$ cat src/rtl/fsm_pkg.sv
// Shared state encodings and limits for the serializer and its downstream detectors.
package fsm_pkg;

  typedef enum logic {
    S_IDLE  = 1'b0,
    S_SHIFT = 1'b1
  } state_t;

  localparam int unsigned SER_WIDTH_MIN = 32'd2;
  localparam int unsigned SER_WIDTH_MAX = 32'd32;

endpackage

$ cat src/rtl/bit_counter_sync.sv
// Saturating bit-position counter with synchronous clear, reload-to-zero and terminal flag.
module bit_counter_sync #(
  parameter int N = 8
) (
  input  logic                 clk,
  input  logic                 clr,
  input  logic                 load_zero,
  input  logic                 inc,
  output logic [$clog2(N)-1:0] count,
  output logic                 at_max
);

  localparam int CW = $clog2(N);
  localparam logic [CW-1:0] MAX_CNT = CW'(N - 1);

  logic [CW-1:0] count_r;

  // Counter register: clear and reload both force zero; increment stops at N-1.
  always_ff @(posedge clk) begin
    if (clr || load_zero) begin
      count_r <= {CW{1'b0}};
    end else if (inc && (count_r != MAX_CNT)) begin
      count_r <= count_r + 1'b1;
    end else begin
      count_r <= count_r;
    end
  end

  assign count  = count_r;
  assign at_max = (count_r == MAX_CNT);

endmodule

$ cat src/rtl/word_serializer.sv
// Parallel-to-serial front end: takes a word over valid/ready and emits it one bit per
// clock on W, holding W at IDLE_BIT between words.
module word_serializer
  import fsm_pkg::*;
#(
  parameter int WIDTH     = 8,
  parameter bit LSB_FIRST = 1'b0,
  parameter bit IDLE_BIT  = 1'b1
) (
  input  logic             pCLK,
  input  logic             pREST,
  input  logic [WIDTH-1:0] inWord,
  input  logic             inValid,
  output logic             inReady,
  output logic             W,
  output logic             wValid,
  output logic             wordDone,
  output logic             busy
);

  localparam int CW = $clog2(WIDTH);

  state_t           state_r;
  logic [WIDTH-1:0] shreg_r;
  logic             w_r;
  logic             wvalid_r;
  logic [CW-1:0]    bit_cnt_s;
  logic             at_max_s;
  logic             accept_s;
  logic             inc_s;

  // First bit of a freshly loaded word.
  function automatic logic head_bit(input logic [WIDTH-1:0] v);
    head_bit = LSB_FIRST ? v[0] : v[WIDTH-1];
  endfunction

  // Bit that moves to the output end after one shift.
  function automatic logic next_bit(input logic [WIDTH-1:0] v);
    next_bit = LSB_FIRST ? v[1] : v[WIDTH-2];
  endfunction

  function automatic logic [WIDTH-1:0] shift_once(input logic [WIDTH-1:0] v);
    shift_once = LSB_FIRST ? {1'b0, v[WIDTH-1:1]} : {v[WIDTH-2:0], 1'b0};
  endfunction

  // Ready depends only on registered state and reset, never on inValid.
  assign inReady  = !pREST && ((state_r == S_IDLE) || at_max_s);
  assign accept_s = inValid && inReady;
  assign inc_s    = (state_r == S_SHIFT) && !at_max_s;

  bit_counter_sync #(
    .N (WIDTH)
  ) u_bit_cnt (
    .clk       (pCLK),
    .clr       (pREST),
    .load_zero (accept_s),
    .inc       (inc_s),
    .count     (bit_cnt_s),
    .at_max    (at_max_s)
  );

  // Serializer FSM with shift register and registered W/wValid.
  always_ff @(posedge pCLK) begin
    if (pREST) begin
      state_r  <= S_IDLE;
      shreg_r  <= {WIDTH{1'b0}};
      w_r      <= IDLE_BIT;
      wvalid_r <= 1'b0;
    end else begin
      case (state_r)
        S_IDLE: begin
          if (accept_s) begin
            state_r  <= S_SHIFT;
            shreg_r  <= inWord;
            w_r      <= head_bit(inWord);
            wvalid_r <= 1'b1;
          end else begin
            state_r  <= S_IDLE;
            shreg_r  <= shreg_r;
            w_r      <= IDLE_BIT;
            wvalid_r <= 1'b0;
          end
        end
        S_SHIFT: begin
          if (!at_max_s) begin
            state_r  <= S_SHIFT;
            shreg_r  <= shift_once(shreg_r);
            w_r      <= next_bit(shreg_r);
            wvalid_r <= 1'b1;
          end else if (accept_s) begin
            // Last bit on W and a new word offered: reload with no idle gap.
            state_r  <= S_SHIFT;
            shreg_r  <= inWord;
            w_r      <= head_bit(inWord);
            wvalid_r <= 1'b1;
          end else begin
            state_r  <= S_IDLE;
            shreg_r  <= shreg_r;
            w_r      <= IDLE_BIT;
            wvalid_r <= 1'b0;
          end
        end
        default: begin
          state_r  <= S_IDLE;
          shreg_r  <= {WIDTH{1'b0}};
          w_r      <= IDLE_BIT;
          wvalid_r <= 1'b0;
        end
      endcase
    end
  end

  assign W        = w_r;
  assign wValid   = wvalid_r;
  assign wordDone = (state_r == S_SHIFT) && at_max_s;
  assign busy     = (state_r == S_SHIFT);

endmodule
$ cat config.mk
export PLATFORM = sky130hd
export DESIGN_NAME = word_serializer
export DESIGN_NICKNAME = d
export VERILOG_FILES = /design/src/rtl/fsm_pkg.sv /design/src/rtl/bit_counter_sync.sv /design/src/rtl/word_serializer.sv
export SDC_FILE = /design/constraint.sdc
export NUM_CORES = 1
export LEC_CHECK = 0
export BUFFER_PORTS_ARGS = -buffer_cell sky130_fd_sc_hd__buf_2
export CORE_AREA = 2 2 39 41
export CTS_CLUSTER_SIZE = 16
export DETAILED_ROUTE_END_ITERATION = 10
export DIE_AREA = 0 0 41 43
export GPL_TIMING_DRIVEN = 0
export PLACE_DENSITY = 0.67
export SLEW_MARGIN = 5
export SYNTH_ARGS = -nofsm -noshare
export SYNTH_HDL_FRONTEND = slang
export SYNTH_HIERARCHICAL = 1
export SYNTH_SLANG_ARGS = --single-unit
$ cat constraint.sdc
create_clock -name pCLK -period 3.3 [get_ports pCLK]
set_clock_uncertainty 0.05 [all_clocks]
set_input_delay 0.495 -clock pCLK [delete_from_list [all_inputs] [get_ports pCLK]]
set_output_delay 0.495 -clock pCLK [all_outputs]
set_load 0.05 [all_outputs]
==> results.json, run 1 <==
{
  "outcome": "complete, no violations",
  "ys_types": 17,
  "crit_chain": "ha_1 > ha_1 > nand2b_4 > inv_2 > nor2_1 > buf_2",
  "drive_above_1_share_pct": 38.4,
  "finalSetupViolations": 0,
  "synth.net_count": 68,
  "track_usage_pct": 13.3,
  "fin_nets": 87,
  "setup_tns_ps": 0,
  "yosysTopAreaCell": "dfxtp_1",
  "yosys.area.top_type_share_pct": 41.7,
  "netlist_area_um2": 576,
  "cts_buffers": 3,
  "p_per_area_nw_per_um2": 484,
  "async_flop_share_pct": 0,
  "ff_latch_area_um2": 240,
  "die_w_um": 41,
  "clockBufferDepth": 2,
  "cts_tree": "yes",
  "endpoint_kind": "output port",
  "cts_sinks": 12,
  "grt_pass1_vias": 371,
  "period_share_pct": 66.7,
  "cts_root_buf": "clkbuf_4",
  "hold_path.class": "input pin to flop",
  "leakage_nw": 0.336,
  "io-pin-count": 16,
  "postCtsHoldBufs": 0,
  "ant_nets": 0,
  "num_rows": 14,
  "power_mw": 0.340,
  "synth_top_flop_cell": "dfxtp_1",
  "port_buffers": 14,
  "seq_power_share_pct": 47.4,
  "synthesis.instances": 55,
  "postSynthAreaPerCell_um2": 10.5,
  "ys_seq_elements": 12,
  "synth.area.top_cells": "dfxtp_1, mux2i_1, a211oi_2",
  "die_h_um": 43,
  "core_um2": 1380,
  "drt_first_pass_iters": 3,
  "ys_warn_count": 6,
  "wirelength_um": 935,
  "antenna_found_initial": 0,
  "multi_input_area_um2": 297,
  "vdd_drop_max_mv": 0.218,
  "internal_power_mw": 0.249,
  "start_kind": "flop",
  "grt_max_degree": 11,
  "grt_pass1_wl_mm": 1.51,
  "synth_edf_count": 0,
  "crit_buf_inv": 2,
  "synth_common_cells": "dfxtp_1, nor2_1, mux2i_1, nor3_1",
  "synthToLayoutAreaGrowth_pct": 22.0,
  "crit_path_max_incr_delay_ps": 350,
  "drv_cap": 0,
  "htree_levels": 1,
  "pwr-share-comb_pct": 18.4,
  "utilization_pct": 50.7,
  "post-route-drc-count": 0,
  "post_cts_buffers": 0,
  "path_max_fanout": 5,
  "yosysMostFrequentCell": "dfxtp_1",
  "fill_cells": 134,
  "p_sw_share_pct": 26.6,
  "critical_path.top_delay_family": "adder cells",
  "pwr-share-clk_pct": 34.2,
  "drv_slew": 0,
  "crit_top_cell": "ha_1",
  "arrival_ps": 1650,
  "rsz0062_at_grt": "false",
  "first_iter_violations": 10,
  "switchingPower_mw": 0.0905,
  "relSlewSlack_pct": 83.6,
  "reg2reg_slack_ps": 1650,
  "initial_utilization_pct": 41.6,
  "vias": 431,
  "clkSlewWorstSetupHoldPaths_ps": 80,
  "cp.required_ps": 2750,
  "hold_viol": 0,
  "max_freq_mhz": 455,
  "gr-total-overflow": 0,
  "min_period_ps": 2200,
  "ctsResizeCount": 0,
  "crit_type": "flop to output port",
  "vias_per_cell": 4.84,
  "slowest_stage": "dfxtp_1",
  "n_antenna_cell": 0,
  "worstMarginPinSlew_ps": 247,
  "place_congestion": 0.707,
  "wl_per_cell_um": 10.5,
  "die_area_um2": 1760,
  "yosysSeqAreaShare_pct": 41.7,
  "clk_latency_ps": 270
}
-- final timing paths --
path,start,end,depth (start not counted)
worst min-delay path,pREST,u_bit_cnt/count[1],2
worst max register to register,u_bit_cnt/count[0],u_bit_cnt/count[1],7
worst max-delay path,u_bit_cnt/count[0],inReady,6
worst min register to register,shreg_r[5],shreg_r[6],2
-- area by class of cell --
type	instances	share of cell area (%)
multi-input cells	38	42.2
well taps	16	2.85
flip-flops and latches	12	34.2
plain buffers	4	4.99
clock buffers	4	5.17
repair buffers	14	9.98
inverters	1	0.535
-- cells by family (layout without fill, tap and decap cells) --
logic type / after synthesis / count (layout) / synth area share, %
simple gates: 19 / 19 / 18.3
flops: 12 / 12 / 41.7
mux: 9 / 9 / 15.7
compound gates: 7 / 7 / 11.7
buf+inv: 5 / 23 / 6.74
fa+ha+maj: 2 / 2 / 4.35
xor+xnor: 1 / 1 / 1.52
-- flip-flops by register name (all words and copies together), names as in the netlist --
name and count:
wValid 1, W 1, u_bit_cnt/count 3, shreg_r 7
-- cell usage in the layout, fill, tap and decap left out, drive strengths merged --
cell type / count
buf: 18
dfxtp: 12
nor2: 10
mux2i: 9
a211oi: 6
nor3: 4
clkbuf: 4
and2: 2
ha: 2
nand2b: 1
inv: 1
nor3b: 1
o21bai: 1
nor2b: 1
xnor2: 1
-- worst reg2reg max path, stage by stage (launching register included) --
cell      delay (ps)
dfxtp_1          330
ha_1             200
ha_1             230
nand2b_4         180
inv_2             90
nor2b_4          190
mux2i_1          210
nor3_1            60
-- metal layers --
metal  vias to the layer above  routed length, um  global-route usage, %
met5                         -                  0                      0
met4                         0                 31                   10.0
met3                         5                 46                   3.14
met2                        10                425                   18.8
met1                       189                431                   16.6
li1                        227                  -                      -
-- metrics by stage --
step / hold slack [ps] / area, um^2 / std cells / setup WS [ps]
2_1_floorplan: 427 / 576 / 55 / 1180
3_3_place_gp: 445 / 666 / 85 / 1410
3_5_place_dp: 447 / 666 / 85 / 1390
4_1_cts: 368 / 702 / 89 / 1090
5_1_grt: 385 / 702 / 89 / 1010
6_report: 370 / 702 / 89 / 1100
-- power by group through the flow --
stage / Clock, mW / Sequential (mW) / Combinational, mW
6_report: 0.116 / 0.161 / 0.0625
2_1_floorplan: 0 / 0.170 / 0.0427
3_3_place_gp: 0 / 0.164 / 0.0620
3_5_place_dp: 0 / 0.164 / 0.0626
4_1_cts: 0.119 / 0.161 / 0.0630
5_1_grt: 0.122 / 0.162 / 0.0687
Note: power is estimated with default switching activity, not from simulation.
==> run 2: changes to the inputs <==
==> constraint.sdc (replaced) <==
create_clock -name pCLK -period 2.05 [get_ports pCLK]
set_clock_uncertainty 0.05 [all_clocks]
set_input_delay 0.3075 -clock pCLK [delete_from_list [all_inputs] [get_ports pCLK]]
set_output_delay 0.3075 -clock pCLK [all_outputs]
set_load 0.05 [all_outputs]
==> results.json, run 2 (synthesis results as in run 1) <==
{
  "drive_above_1_share_pct": 38.9,
  "crit_top_cell": "ha_1",
  "synthToLayoutAreaGrowth_pct": 20.4,
  "place_congestion": 0.641,
  "finalSetupViolations": 0,
  "stdcell_area_um2": 693,
  "fill_cells": 126,
  "route.met2.wl_um": 442,
  "p_per_area_nw_per_um2": 723,
  "start_kind": "flop",
  "cp.required_ps": 1690,
  "htree_levels": 1,
  "fin_nets": 87,
  "holdWs_ps": 188,
  "mostFrequentLayoutCells": "buf_2, dfxtp_1, mux2i_1, nor2_1, nor3_1",
  "largest_reg_flops": 7,
  "cts_root_buf": "clkbuf_4",
  "preCtsSetupSlack_ps": 359,
  "layout_commonest_cell": "buf_2",
  "vdd_drop_max_mv": 0.345,
  "crit_type": "flop to output port",
  "cts_tree": "yes",
  "clkSlewWorstSetupHoldPaths_ps": 70,
  "ant_nets": 0,
  "grt_pass1_wl_mm": 1.52,
  "clockBufferDepth": 2,
  "wl_met3_um": 51,
  "arrival_ps": 1560,
  "first_iter_violations": 2,
  "setup_tns_ps": 0,
  "path_max_fanout": 5,
  "holdCritStartpoint": "pREST",
  "cts_buffers": 3,
  "die_h_um": 43,
  "n_antenna_cell": 0,
  "r2r-start": "u_bit_cnt/count[0]",
  "leakage_nw": 0.329,
  "hold_path.class": "input pin to flop",
  "gr-total-overflow": 0,
  "max_freq_mhz": 521,
  "period_share_pct": 93.6,
  "wirelength_um": 961,
  "wl_per_cell_um": 10.9,
  "utilization_pct": 50.1,
  "endpoint_kind": "output port",
  "hpwl_um": 708,
  "track_usage_pct": 13.1,
  "die_area_um2": 1760,
  "post_cts_buffers": 0,
  "antenna_found_initial": 0,
  "worstMarginPinSlew_ps": 248,
  "critical_path.top_delay_family": "adder cells",
  "drv_slew": 0,
  "io-pin-count": 16,
  "core_um2": 1380,
  "crit_chain": "ha_1 > ha_1 > nand2b_4 > inv_2 > nor2_2 > buf_4",
  "vias_per_cell": 4.83,
  "relSlewSlack_pct": 83.5,
  "post-route-worst-setup-slack_ps": 132,
  "outcome": "complete, no violations",
  "die_w_um": 41,
  "grt_max_degree": 11,
  "crit_start": "u_bit_cnt/count[0]",
  "min_period_ps": 1920,
  "cts_sinks": 12,
  "port_buffers": 14,
  "rsz0062_at_grt": "false",
  "post-route-drc-count": 0,
  "hold_viol": 0,
  "initial_utilization_pct": 41.6,
  "crit_buf_inv": 2,
  "crit_path_max_incr_delay_ps": 350,
  "clk_latency_ps": 260,
  "drt_first_pass_iters": 3,
  "grt_pass1_vias": 367,
  "vias": 425,
  "slowest_stage": "dfxtp_1",
  "drv_cap": 0,
  "place_area_um2": 668,
  "largest-register": "shreg_r",
  "num_rows": 14,
  "highest_layer": "met4",
  "wirelength_met1_um": 457
}
[run 2: cell count changes in the layout (fill, tap and decap cells not counted), sizes merged]
cell / delta
clkbuf: -1
[run 2: per-layer routing]
metal | track usage (%) | up-vias
met5 | 0 | -
met4 | 10.0 | 0
met3 | 4.19 | 2
met2 | 18.4 | 7
met1 | 15.6 | 190
li1 | - | 226
[run 2: report_power, final]
group | switching [mW] | internal, mW
Sequential | 0.00926 | 0.250
Clock | 0.0722 | 0.0678
Combinational | 0.0579 | 0.0443
Total | 0.139 | 0.362
[run 2: stage by stage]
stage | instances | total power, mW
floorplan | 55 | 0.343
global placement | 85 | 0.365
detailed placement | 85 | 0.367
CTS | 88 | 0.506
global route | 88 | 0.526
finish | 88 | 0.502
[run 2: cell type report]
class / instances / area [um^2] / area share, %
Inverter: 1 / 3.75 / 0.542
Buffer: 4 / 35.0 / 5.05
Sequential cell: 12 / 240 / 34.7
Clock buffer: 3 / 22.5 / 3.25
Tap cell: 16 / 20.0 / 2.89
Multi-Input combinational cell: 38 / 299 / 43.1
Timing Repair Buffer: 14 / 72.6 / 10.5
[run 2: timing repair]
item                                    in CTS  in global routing
hold buffers                                 0                  0
endpoints found under the setup margin       0                  1
hold endpoints to repair                     0                  0
gates resized for setup                      0                  2
[run 2: final timing paths]
check	end	slack (ps)	cells after the start
worst max-delay path	inReady	130	6
worst min-delay path	u_bit_cnt/count[2]	190	2
worst max register to register	u_bit_cnt/count[1]	400	7
worst min register to register	shreg_r[6]	460	2
==> run 3: changes to the inputs <==
--- a/config.mk
+++ b/config.mk
@@ -5,13 +5,14 @@
 export SDC_FILE = /design/constraint.sdc
 export NUM_CORES = 1
 export LEC_CHECK = 0
+export ABC_AREA = 1
 export BUFFER_PORTS_ARGS = -buffer_cell sky130_fd_sc_hd__buf_2
 export CORE_AREA = 2 2 39 41
 export CTS_CLUSTER_SIZE = 16
 export DETAILED_ROUTE_END_ITERATION = 10
 export DIE_AREA = 0 0 41 43
 export GPL_TIMING_DRIVEN = 0
-export PLACE_DENSITY = 0.67
+export PLACE_DENSITY = 0.68
 export SLEW_MARGIN = 5
 export SYNTH_ARGS = -nofsm -noshare
 export SYNTH_HDL_FRONTEND = slang
==> results.json, run 3 <==
{
  "outcome": "complete, no violations",
  "p_per_area_nw_per_um2": 706,
  "wirelength_mm": 1.09,
  "cts_sinks": 12,
  "crit_type": "flop to output port",
  "worstMarginPinSlew_ps": 245,
  "synth_compound_area_share_pct": 13.3,
  "die_w_um": 41,
  "clk_latency_ps": 260,
  "drv_slew": 0,
  "synth_edf_count": 0,
  "max_freq_mhz": 514,
  "grtUsageMet3_pct": 3.14,
  "muxShareOfSynthArea_pct": 0,
  "async_flop_share_pct": 0,
  "postCtsHoldBufs": 0,
  "path_max_fanout": 6,
  "grt_pass1_wl_mm": 1.76,
  "antenna_found_initial": 0,
  "fin_nets": 111,
  "slowest_stage": "dfxtp_1",
  "yosysSeqAreaShare_pct": 41.2,
  "post-route-drc-count": 0,
  "layout_commonest_cell": "buf_2",
  "synth_common_cells": "dfxtp_1, nand2_1, nor2_1, inv_1, nand3_1",
  "mostFrequentLayoutCells": "buf_2, dfxtp_1, nand2_1",
  "drt_first_pass_iters": 4,
  "netlist_area_um2": 583,
  "vias": 544,
  "setup_tns_ps": 0,
  "leakage_nw": 0.354,
  "cp.required_ps": 1690,
  "arrival_ps": 1590,
  "hpwl_um": 820,
  "synth_xor_area_share_pct": 0,
  "ys_types": 17,
  "clockBufferDepth": 2,
  "rsz0062_at_grt": "false",
  "yosys.area.top_type_share_pct": 41.2,
  "io-pin-count": 16,
  "yosysMostFrequentCell": "dfxtp_1",
  "grt_max_degree": 13,
  "synth.net_count": 90,
  "track_usage_pct": 14.4,
  "crit_chain": "ha_1 > ha_1 > nor2_4 > nor2_4 > buf_2",
  "synthesis.instances": 77,
  "place_inst": 107,
  "drv_cap": 0,
  "largest_reg_flops": 7,
  "synthSimpleGateAreaFrac_pct": 31.5,
  "endpoint_kind": "output port",
  "synth_fa_ha_area_share_pct": 4.29,
  "hold_viol": 0,
  "cts_root_buf": "clkbuf_4",
  "hold_path.class": "input pin to flop",
  "gr-total-overflow": 0,
  "cts_tree": "yes",
  "postSynthAreaPerCell_um2": 7.57,
  "synthToLayoutAreaGrowth_pct": 21.9,
  "die_h_um": 43,
  "clkSlewWorstSetupHoldPaths_ps": 60,
  "first_iter_violations": 7,
  "fin_cells": 112,
  "synth_top_family_by_area": "simple AND/OR/NAND/NOR gates",
  "grt_pass1_vias": 452,
  "start_kind": "flop",
  "drive_above_1_share_pct": 30.2,
  "stdcell_area_um2": 711,
  "vias_per_cell": 4.86,
  "initial_utilization_pct": 42.1,
  "vdd_drop_max_mv": 0.323,
  "wl_per_cell_um": 9.71,
  "crit_path_max_incr_delay_ps": 360,
  "largest-register": "shreg_r",
  "ys_warn_count": 6,
  "port_buffers": 14,
  "top_usage_layer": "met2",
  "ys_seq_elements": 12,
  "n_antenna_cell": 0,
  "period_share_pct": 95.0,
  "finalSetupViolations": 0,
  "core_um2": 1380,
  "yosysTopAreaCell": "dfxtp_1",
  "num_rows": 14,
  "die_area_um2": 1760,
  "ant_nets": 0,
  "relSlewSlack_pct": 83.7,
  "grt_use_met1_pct": 19.0,
  "place_area_um2": 673,
  "grt_use_met2_pct": 20.9,
  "synth.area.top_cells": "dfxtp_1, nand2_1, nor2_1",
  "min_period_ps": 1950,
  "cts_buffers": 3,
  "synth_top_flop_cell": "dfxtp_1",
  "htree_levels": 1,
  "place_congestion": 0.747
}
==> run 3: changes by cell type after synthesis, moves of 3 or more <==
cell / delta
o211ai_1: +4
mux2i_1: -9
or2_0: +4
nand2_1: +11
a211oi_2: -3
a21oi_1: +3
a211oi_1: -3
o21ai_0: +4
inv_1: +8
nor3_1: -4
nand3_1: +7
==> run 3: worst paths after layout <==
kind                 startpoint            endpoint  slack (ps)  cells after the start
max          u_bit_cnt/count[0]             inReady         100                      5
min                   inWord[7]                   W         220                      3
max reg2reg  u_bit_cnt/count[0]  u_bit_cnt/count[1]         460                      9
min reg2reg          shreg_r[0]          shreg_r[1]         410                      2
==> run 3: routing by layer <==
layer  vias up  part of all wire [%]
li1        289                     -
met1       237                    47
met2        13                    46
met3         5                   4.2
met4         0                   2.5
met5         -                     0
==> run 3: what timing repair did <==
action                                  4_1_cts  5_1_grt
endpoints found under the hold margin         0        0
pin swaps                                     1        1
endpoints found under the setup margin        1        1
resized for setup                             0        0
setup buffers                                 0        2
==> run 3: through the flow <==
stage | hold WS [ps] | total power [mW] | utilization [%] | setup slack (ps)
after detailed placement | 402 | 0.367 | 48.6 | 292
after global placement | 404 | 0.364 | 48.6 | 287
after CTS | 224 | 0.502 | 50.3 | 21.6
after global routing | 254 | 0.527 | 51.4 | 2.93
after floorplan | 327 | 0.340 | - | 491
final | 219 | 0.502 | 51.4 | 103
==> run 3: cell families after synthesis <==
kind of cell,after synthesis
simple gates,37
fa+ha+maj,2
flops,12
buf+inv,13
compound gates,13
==> run 3: worst max-delay path, delay by kind of cell (launching register included) <==
kind                     cells  cell delay, ps
buffers and inverters        1             290
flip-flops                   1             360
adder cells (fa/ha/maj)      2             440
AND/OR/NAND/NOR              2             240
==> run 3: area by class of cell <==
type / count / area (um^2)
sequential: 12 / 240
tap: 16 / 20.0
buffer: 2 / 15.0
inverter: 11 / 41.3
timing repair buffer: 16 / 85.1
fill: 124 / 673
multi-input combinational: 52 / 287
clock buffer: 3 / 22.5
==> run 3: power breakdown <==
part | total, mW | internal (mW) | switching, mW
clock | 0.137 | 0.0678 | 0.0691
combinational | 0.103 | 0.0382 | 0.0647
sequential | 0.262 | 0.252 | 0.0102
